[config.mk]
export PLATFORM = sky130hd
export DESIGN_NAME = control_reg_bridge
export DESIGN_NICKNAME = d
export VERILOG_FILES = /design/src/rtl/ctrl_reg_pkg.sv /design/src/rtl/ext_bus_timer.sv /design/src/rtl/control_reg_bridge.sv
export SDC_FILE = /design/constraint.sdc
export NUM_CORES = 1
export LEC_CHECK = 0
export CORE_AREA = 2 2 270 272
export DETAILED_ROUTE_END_ITERATION = 16
export DIE_AREA = 0 0 272 274
export DONT_BUFFER_PORTS = 1
export HOLD_SLACK_MARGIN = 0.12
export PLACE_DENSITY_LB_ADDON = 0.08
export SYNTH_ARGS = -nofsm -noshare
export SYNTH_HDL_FRONTEND = slang
export SYNTH_SLANG_ARGS = --single-unit
[constraint.sdc]
create_clock -name byte_clk -period 33.2 [get_ports byte_clk]
set_input_delay 6.64 -clock byte_clk [delete_from_list [all_inputs] [get_ports byte_clk]]
set_output_delay 6.64 -clock byte_clk [all_outputs]
set_load 0.02 [all_outputs]
[src/rtl/ctrl_reg_pkg.sv]
// Shared definitions for the control-register bridge: FSM state encoding,
// error read-back word, default external base address and the address-class
// decoder used to route a request to control, status, external or nowhere.
package ctrl_reg_pkg;

  // FSM encoding
  localparam logic [1:0] ST_IDLE     = 2'd0;
  localparam logic [1:0] ST_DECODE   = 2'd1;
  localparam logic [1:0] ST_EXT_WAIT = 2'd2;
  localparam logic [1:0] ST_ACK_HOLD = 2'd3;

  // Read-back word for unmapped accesses and external timeouts
  localparam logic [31:0] ERR_WORD = 32'hDEAD_BEEF;

  localparam logic [15:0] DEFAULT_EXT_BASE = 16'h0100;

  typedef enum logic [1:0] {
    LOCAL_CTRL = 2'd0,
    LOCAL_STAT = 2'd1,
    EXT        = 2'd2,
    UNMAPPED   = 2'd3
  } addr_class_t;

  // Local ranges take priority should the external base ever overlap them.
  function automatic addr_class_t addr_class(input logic [15:0] addr,
                                             input int nctrl,
                                             input int nstat,
                                             input logic [15:0] ext_base);
    if (int'(addr) < nctrl)              return LOCAL_CTRL;
    else if (int'(addr) < nctrl + nstat) return LOCAL_STAT;
    else if (addr >= ext_base)           return EXT;
    else                                 return UNMAPPED;
  endfunction

endpackage

[src/rtl/ext_bus_timer.sv]
// External-bus wait timer: 8-bit counter, cleared on request launch, counts
// while enabled and parks at LIMIT, raising expired (registered count, 0 lat).
// Ports: clk/rst, clr (synchronous clear), en (count enable), expired.
module ext_bus_timer #(
  parameter int LIMIT = 255
) (
  input  logic clk,
  input  logic rst,
  input  logic clr,
  input  logic en,
  output logic expired
);

  logic [7:0] count;

  assign expired = (count == 8'(LIMIT));

  always_ff @(posedge clk or posedge rst) begin
    if (rst) begin
      count <= 8'd0;
    end else if (clr) begin
      count <= 8'd0;
    end else if (en && !expired) begin
      count <= count + 8'd1;
    end
  end

endmodule

[src/rtl/control_reg_bridge.sv]
// Control-link register bridge: serves local RW control / RO status registers
// and forwards the upper address range to an external bus with a timeout.
// Latency: ack two edges after strobe is sampled; ack held until strobe drops.
// Ports: byte_clk/reset; strobe/address/requestIsWrite/wdata -> ack/rdata
// (4-phase link side); ctrlOut/statusIn register bank; ext* external bus;
// errCount counts unmapped accesses and external timeouts (saturating).
module control_reg_bridge
  import ctrl_reg_pkg::*;
#(
  parameter int          NCTRL    = 8,
  parameter int          NSTAT    = 8,
  parameter logic [15:0] EXT_BASE = DEFAULT_EXT_BASE,
  parameter int          TIMEOUT  = 255
) (
  input  logic                  byte_clk,
  input  logic                  reset,
  input  logic                  strobe,
  input  logic [15:0]           address,
  input  logic                  requestIsWrite,
  input  logic [31:0]           wdata,
  output logic                  ack,
  output logic [31:0]           rdata,
  output logic [32*NCTRL-1:0]   ctrlOut,
  input  logic [32*NSTAT-1:0]   statusIn,
  output logic                  extStrobe,
  output logic                  extWrite,
  output logic [15:0]           extAddress,
  output logic [31:0]           extWdata,
  input  logic                  extAck,
  input  logic [31:0]           extRdata,
  output logic [15:0]           errCount
);

  // Strobe is registered before the FSM sees it; this is the sampling point
  // that all handshake timing is measured from.
  logic        strobe_q;
  logic [1:0]  state;
  logic [15:0] addr_q;
  logic        wr_q;
  logic [31:0] wdata_q;
  logic [31:0] ctrl_q [NCTRL];

  addr_class_t acls;
  logic [31:0] ctrl_rd;
  logic [31:0] stat_rd;
  logic        tmr_expired;

  assign acls = addr_class(addr_q, NCTRL, NSTAT, EXT_BASE);

  for (genvar g = 0; g < NCTRL; g++) begin : g_ctrl_out
    assign ctrlOut[32*g +: 32] = ctrl_q[g];
  end

  always_comb begin
    ctrl_rd = '0;
    for (int i = 0; i < NCTRL; i++) begin
      if (addr_q == 16'(i)) ctrl_rd = ctrl_q[i];
    end
  end

  always_comb begin
    stat_rd = '0;
    for (int i = 0; i < NSTAT; i++) begin
      if (addr_q == 16'(NCTRL + i)) stat_rd = statusIn[32*i +: 32];
    end
  end

  ext_bus_timer #(.LIMIT(TIMEOUT)) u_timer (
    .clk     (byte_clk),
    .rst     (reset),
    .clr     (state == ST_DECODE),
    .en      (state == ST_EXT_WAIT),
    .expired (tmr_expired)
  );

  always_ff @(posedge byte_clk or posedge reset) begin
    if (reset) begin
      strobe_q   <= 1'b0;
      state      <= ST_IDLE;
      addr_q     <= '0;
      wr_q       <= 1'b0;
      wdata_q    <= '0;
      ack        <= 1'b0;
      rdata      <= '0;
      extStrobe  <= 1'b0;
      extWrite   <= 1'b0;
      extAddress <= '0;
      extWdata   <= '0;
      errCount   <= '0;
      for (int i = 0; i < NCTRL; i++) ctrl_q[i] <= '0;
    end else begin
      strobe_q <= strobe;
      case (state)
        ST_IDLE: begin
          if (strobe_q) begin
            addr_q  <= address;
            wr_q    <= requestIsWrite;
            wdata_q <= wdata;
            state   <= ST_DECODE;
          end
        end

        ST_DECODE: begin
          // A local write commits here even if the request is being aborted.
          if (acls == LOCAL_CTRL && wr_q) begin
            for (int i = 0; i < NCTRL; i++) begin
              if (addr_q == 16'(i)) ctrl_q[i] <= wdata_q;
            end
          end
          if (!strobe_q) begin
            state <= ST_IDLE;
          end else begin
            case (acls)
              LOCAL_CTRL: begin
                rdata <= wr_q ? wdata_q : ctrl_rd;
                ack   <= 1'b1;
                state <= ST_ACK_HOLD;
              end
              LOCAL_STAT: begin
                rdata <= stat_rd;
                ack   <= 1'b1;
                state <= ST_ACK_HOLD;
              end
              EXT: begin
                extStrobe  <= 1'b1;
                extWrite   <= wr_q;
                extAddress <= addr_q;
                extWdata   <= wdata_q;
                state      <= ST_EXT_WAIT;
              end
              default: begin
                rdata <= ERR_WORD;
                if (errCount != 16'hFFFF) errCount <= errCount + 16'd1;
                ack   <= 1'b1;
                state <= ST_ACK_HOLD;
              end
            endcase
          end
        end

        ST_EXT_WAIT: begin
          if (!strobe_q) begin
            extStrobe <= 1'b0;
            state     <= ST_IDLE;
          end else if (extAck) begin
            // extAck beats a simultaneous timeout.
            extStrobe <= 1'b0;
            rdata     <= wr_q ? wdata_q : extRdata;
            ack       <= 1'b1;
            state     <= ST_ACK_HOLD;
          end else if (tmr_expired) begin
            extStrobe <= 1'b0;
            rdata     <= ERR_WORD;
            if (errCount != 16'hFFFF) errCount <= errCount + 16'd1;
            ack       <= 1'b1;
            state     <= ST_ACK_HOLD;
          end
        end

        default: begin  // ST_ACK_HOLD
          if (!strobe_q) begin
            ack   <= 1'b0;
            state <= ST_IDLE;
          end
        end
      endcase
    end
  end

endmodule

==> impl_metrics.tcl, run 1 <==
set metrics [dict create \
    rsz0062_at_grt "false" \
    worst-r2r-cell-count 8 \
    hold_viol_final 0 \
    drcViolationCount 0 \
    swShare_pct 40.35 \
    wl_per_cell_um 41.59 \
    syn2layout_area_growth_pct 13.63 \
    finish.utilization_pct 33.34 \
    ctsResizeCount 0 \
    total_power_mw 1.911 \
    synthDistinctLibCells 74 \
    grt_use_total_pct 29.45 \
    period_minus_slack_ps 8156 \
    ir_worst_vdd_mv 0.04266 \
    ctsHtreeMaxLevel 2 \
    synthesis.area_mm2 0.02112 \
    p_comb_share_pct 25.2 \
    synth-compound-area-share_pct 11.89 \
    status "finished clean" \
    seqCellArea_mm2 0.01040 \
    worstPathMaxFanout 85 \
    p_int_mw 1.140 \
    cpMaxStageDelayCell "buf_4" \
    synth_enable_flop_cells 0 \
    cts_tree "built" \
    clockBufferDepth 3 \
    grt_pass1_vias 15994 \
    setup_viol 0 \
    yosys_warnings 0 \
    crit_chain "inv_8 > buf_4 > buf_4" \
    ys_seq_area_share_pct 49.18 \
    powerDensity_mw_per_mm2 79.64 \
    drt_wl_total_mm 113.2 \
    clk_pin_slew_ps 60 \
    grt_max_degree 86 \
    synthMuxAreaShare_pct 25.58 \
    arrival_ps 8740 \
    synth_nets 2098 \
    p_switching_mw 0.7711 \
    slowest_delay_ps 800 \
    post_cts_buffers 0 \
    skew_ps 12.25 \
    fmax_ghz 0.1226 \
    die_height_um 274 \
    drive_above_1_share_pct 30.69 \
    avgSynthCellArea_um2 12.06 \
    fin_hold_ws_ps 556.7 \
    maxSlewHeadroom_pct 9.419 \
    gp_congestion 0.8780 \
    synth-seq-cells 415 \
    nNetsFinal 2044 \
    fin_tns_setup_ps 0 \
    port_buffers 0 \
    grt_overflow 0 \
    clock_power_share_pct 31.1 \
    yosys.area_share.simple_pct 8.533 \
    antenna_left 0 \
    cap_violations 0 \
    hold_buffers 0 \
    core_mm2 0.07197 \
    initial_core_util_pct 29.34 \
    crit_path_start_kind "primary input" \
    rows 99 \
    synthArstFlopShare_pct 100.0 \
    p_seq_share_pct 43.7 \
    tightest_slew_ps 1355 \
    yosys.area_share.xor_xnor_pct 0.8711 \
    critical_path_required_ps 33790 \
    critical_path_class "in2async" \
    clkLatencyLatePin_ps 610 \
    cts_root_buffer "clkbuf_16" \
    final_cell_mix "dfrtp_1, mux2_2, nor2_1, a21oi_1, nand2_1" \
    grt_pass1_wl_mm 150.6 \
    cts_buffers 52 \
    crit_top_cell "buf_4" \
    io_pins 696 \
    fill_cells 7193 \
    drv_slew 0 \
    vias 16282 \
    cp-end-kind "async pin" \
    drt-pass1-iter-count 5 \
    hpwl_mm 84.26 \
    period_share_pct 24.57 \
    synthAdderAreaFrac_pct 0.3555 \
    clock_sinks 415 \
    die_width_um 272 \
    power.leakage_nw 10.48 \
    hold_path.class "reg2reg" \
    mostFrequentLayoutCell "dfrtp_1" \
    drt_iter0_drc 1162 \
    antenna_found_initial 44 \
    synth_top_family_by_area "multiplexers" \
    whs_path_depth 2 \
    syn_inst 1751 \
    multi_input_area_mm2 0.01011 \
    vias_per_cell 5.982 \
    synth-main-ff-cell "dfrtp_1" \
    die_area_mm2 0.07453 \
]
## critical path: cells and delay by family
family / cells / cell delay, ps
buffers and inverters: 3 / 1920
## cell type report
cell class	count	area share [%]
Multi-Input combinational cell	1167	42.15
Inverter	7	0.1408
Tap cell	959	5.001
Antenna cell	23	0.2399
Clock inverter	20	1.006
Timing Repair Buffer	54	1.690
Sequential cell	415	43.34
Clock buffer	77	6.440
## power by group through the flow
| stage | clock, mW | sequential [mW] | combinational [mW] |
|---|---|---|---|
| after global placement | 0 | 0.843 | 0.478 |
| after global routing | 0.628 | 0.849 | 0.514 |
| after detailed placement | 0 | 0.845 | 0.485 |
| after floorplan | 0 | 0.709 | 0.382 |
| final | 0.594 | 0.836 | 0.481 |
| after CTS | 0.606 | 0.836 | 0.486 |
## synth_stat cells (all sizes together), types with 18 or more instances
| library cell | count | area (um^2) |
|---|---|---|
| nand3 | 47 | 265.3 |
| clkbuf | 106 | 397.9 |
| a22oi | 38 | 285.3 |
| a221oi | 31 | 271.5 |
| mux4 | 44 | 991.0 |
| buf | 56 | 334.1 |
| nor4 | 20 | 220.2 |
| mux2 | 365 | 4110 |
| a21oi | 88 | 440.4 |
| nor3 | 27 | 135.1 |
| mux2i | 30 | 300.3 |
| a31oi | 21 | 131.4 |
| nand4 | 21 | 131.4 |
| dfrtp | 415 | 10380 |
| nor2 | 91 | 357.8 |
| o21ai | 55 | 275.3 |
| nand2 | 84 | 320.3 |
| a22o | 18 | 157.7 |
## final timing paths
kind / to / slack, ps / startpoint
setup reg to reg: rdata[12]$_DFFE_PP0P_ / 28780 / addr_q[0]$_DFFE_PP0P_
max in group byte_clk: rdata[12]$_DFFE_PP0P_ / 25090 / statusIn[108]
hold / removal: u_timer.count[7]$_DFFE_PP0P_ / 560 / u_timer.count[7]$_DFFE_PP0P_
setup / recovery: addr_q[1]$_DFFE_PP0P_ / 25040 / reset
min in group asynchronous: ctrlOut[109]$_DFFE_PP0P_ / 5970 / reset
hold reg to reg: u_timer.count[7]$_DFFE_PP0P_ / 560 / u_timer.count[7]$_DFFE_PP0P_
## layer usage
metal,vias to the layer above,share of wire (%),global-route usage (%)
met4,16,3.3,9.803
met3,200,8.8,9.826
li1,6567,-,-
met1,8696,39,35.25
met2,803,49,49.70
met5,-,0.077,0
## metrics by stage
stage | area [um^2] | std cells | setup WS (ps)
2_1_floorplan | 21120 | 1751 | 15010
3_3_place_gp | 22150 | 2602 | 24380
3_5_place_dp | 22150 | 2602 | 24320
4_1_cts | 23940 | 2699 | 24980
5_1_grt | 23980 | 2717 | 24710
6_report | 23990 | 2722 | 25040
## logic make-up after synthesis
| logic type | count (synthesis) |
|---|---|
| adder cells (fa/ha/maj) | 6 |
| buffers and inverters | 169 |
| XOR/XNOR | 21 |
| multiplexers | 439 |
| AO/OA/AOI/OAI | 363 |
| flip-flops | 415 |
| AND/OR/NAND/NOR | 338 |
## state kept, by name, indices dropped and copies added, names as in the netlist, 2 cells and up
| signal | cells |
|---|---|
| addr_q | 16 |
| state | 2 |
| ctrlOut | 256 |
| errCount | 16 |
| rdata | 32 |
| extAddress | 16 |
| extWdata | 32 |
| u_timer.count | 8 |
| wdata_q | 32 |
Note: power is estimated with default switching activity, not from simulation.
==> inputs of run 2 (changes only) <==
ABC_AREA = 1   (was unset)
CORE_AREA = 2 2 268 270   (was 2 2 270 272)
DIE_AREA = 0 0 270 272   (was 0 0 272 274)
clock period = 7.98 ns   (was 33.2 ns; I/O delays follow)
==> impl_metrics.tcl, run 2 <==
set metrics [dict create \
    skew_ps 38.64 \
    wl_per_cell_um 28.17 \
    top_layer "met4" \
    clock_sinks 415 \
    crit_path_start_kind "flop" \
    cts_root_buffer "clkbuf_16" \
    clkLatencyLatePin_ps 610 \
    powerDensity_mw_per_mm2 301.1 \
    ctsHtreeMaxLevel 2 \
    clockBufferDepth 3 \
    cap_violations 0 \
    final_cell_mix "nand2_1, dfrtp_1, o21ai_0, nor2_1, a21oi_1" \
    dp_slack_ps 3512 \
    p_comb_share_pct 21.6 \
    syn2layout_area_growth_pct 12.60 \
    setup_viol 0 \
    synth-seq-cells 415 \
    ir_worst_vdd_mv 0.1681 \
    antenna_left 0 \
    fin_tns_setup_ps 0 \
    power.leakage_nw 10.85 \
    drt-pass1-iter-count 5 \
    ys_seq_area_share_pct 50.06 \
    die_width_um 270 \
    ctsResizeCount 0 \
    synthMostInstantiatedCell "nand2_1" \
    drt_iter0_drc 1639 \
    p_seq_share_pct 44.0 \
    grt_pass1_vias 18411 \
    hold_path.class "reg2reg" \
    synth-main-ff-cell "dfrtp_1" \
    tightest_slew_ps 1223 \
    syn_inst 2797 \
    p_switching_mw 2.798 \
    drv_slew 0 \
    rows 98 \
    drt_wl_total_mm 104.7 \
    io_pins 696 \
    drcViolationCount 0 \
    wl_met3_mm 9.574 \
    swShare_pct 39.78 \
    critical_path_class "reg2reg" \
    synth_area_leaders "dfrtp_1, nand2_1, o21ai_0, a21oi_1, nor2_1" \
    yosys_warnings 0 \
    rrSetupSlack_ps 3530 \
    status "finished clean" \
    drive_above_1_share_pct 5.861 \
    largest_register_ffs 256 \
    die_area_mm2 0.07344 \
    hold_viol_final 0 \
    routed-wl-met2_mm 50.96 \
    port_buffers 0 \
    nNetsFinal 3070 \
    antenna_found_initial 2 \
    gp_congestion 0.9501 \
    initial_core_util_pct 29.32 \
    mostFrequentLayoutCell "nand2_1" \
    cp-end-kind "flop" \
    grt_use_total_pct 27.53 \
    clock_power_share_pct 34.3 \
    worstPathMaxFanout 64 \
    hpwl_mm 80.96 \
    cts_buffers 50 \
    vias_per_cell 5.219 \
    synth_common_cells "nand2_1, dfrtp_1, o21ai_0, nor2_1, a21oi_1" \
    period_minus_slack_ps 4446 \
    synthArstFlopShare_pct 100.0 \
    hold_buffers 0 \
    die_height_um 272 \
    fmax_ghz 0.2249 \
    wl_met1_mm 42.27 \
    cts_tree "built" \
    period_share_pct 55.72 \
    critical_path_required_ps 8470 \
    avgSynthCellArea_um2 7.417 \
    synth_nets 3144 \
    timing.final.ws_setup_ps 3534 \
    yosysTopAreaCellShare_pct 50.06 \
    post_cts_buffers 0 \
    arrival_ps 4940 \
    maxSlewHeadroom_pct 18.19 \
    synth_enable_flop_cells 0 \
    finish.utilization_pct 33.02 \
    rsz0062_at_grt "false" \
    p_int_mw 4.236 \
    synthesis.area_mm2 0.02075 \
    grt_pass1_wl_mm 146.4 \
    grt_max_degree 141 \
    synthDistinctLibCells 35 \
    clk_pin_slew_ps 60 \
    grt_overflow 0 \
    synth_top_area_cell "dfrtp_1" \
    core_mm2 0.07075 \
    vias 19393 \
]
==> run 2: layer usage <==
layer / track usage (%) / vias up
li1: - / 8953
met1: 34.56 / 9626
met2: 46.29 / 714
met3: 9.133 / 100
met4: 5.351 / 0
met5: 0 / -
==> run 2: final timing paths <==
path                                   startpoint  depth (start not counted)                      end
min                         addr_q[9]$_DFFE_PP0P_                          2    addr_q[9]$_DFFE_PP0P_
max in group asynchronous                   reset                          2         wr_q$_DFFE_PP0P_
max                        addr_q[15]$_DFFE_PP0P_                          9  ctrlOut[68]$_DFFE_PP0P_
max reg2reg                addr_q[15]$_DFFE_PP0P_                          9  ctrlOut[68]$_DFFE_PP0P_
min reg2reg                 addr_q[9]$_DFFE_PP0P_                          2    addr_q[9]$_DFFE_PP0P_
min in group asynchronous                   reset                          1  ctrlOut[71]$_DFFE_PP0P_
==> run 2: cells by family after synthesis <==
logic type	share of synthesized area [%]
AND/OR/NAND/NOR	28.48
AO/OA/AOI/OAI	14.30
flip-flops	50.06
buffers and inverters	6.061
XOR/XNOR	0.6333
adder cells (fa/ha/maj)	0.3619
multiplexers	0.1086
==> run 2: power groups by stage <==
stage	sequential [mW]	clock (mW)	combinational (mW)
floorplan	2.95	0	0.973
global placement	3.14	0	1.53
detailed placement	3.13	0	1.55
CTS	3.10	2.47	1.55
global route	3.13	2.57	1.71
finish	3.10	2.42	1.52
==> run 2: cell type report <==
type                       count  area [um^2]
antenna                        2        5.005
clock buffer                  73         1500
clock inverter                20        227.7
fill                        7696        47390
inverter                     165        623.1
multi-input combinational   2060         9171
sequential                   415        10390
tap                          950         1189
timing repair buffer          31        257.7
==> run 2: critical path, stage by stage (launching register included) <==
cell and delay [ps]:
dfrtp_1 370, nor2_1 110, nand2_1 110, nor2_4 710, nand2_1 320, inv_2 540, nand2_1 610, nor2_2 430
nand2_2 650, o21ai_0 410
==> run 2: metrics by stage <==
step	power [mW]	instances	instance area, um^2	hold WS (ps)
global placement	4.670	3621	21630	522.5
floorplan	3.925	2797	20750	497.0
finish	7.034	3716	23360	539.3
global route	7.403	3716	23360	557.5
CTS	7.127	3714	23350	542.8
detailed placement	4.682	3621	21630	531.4
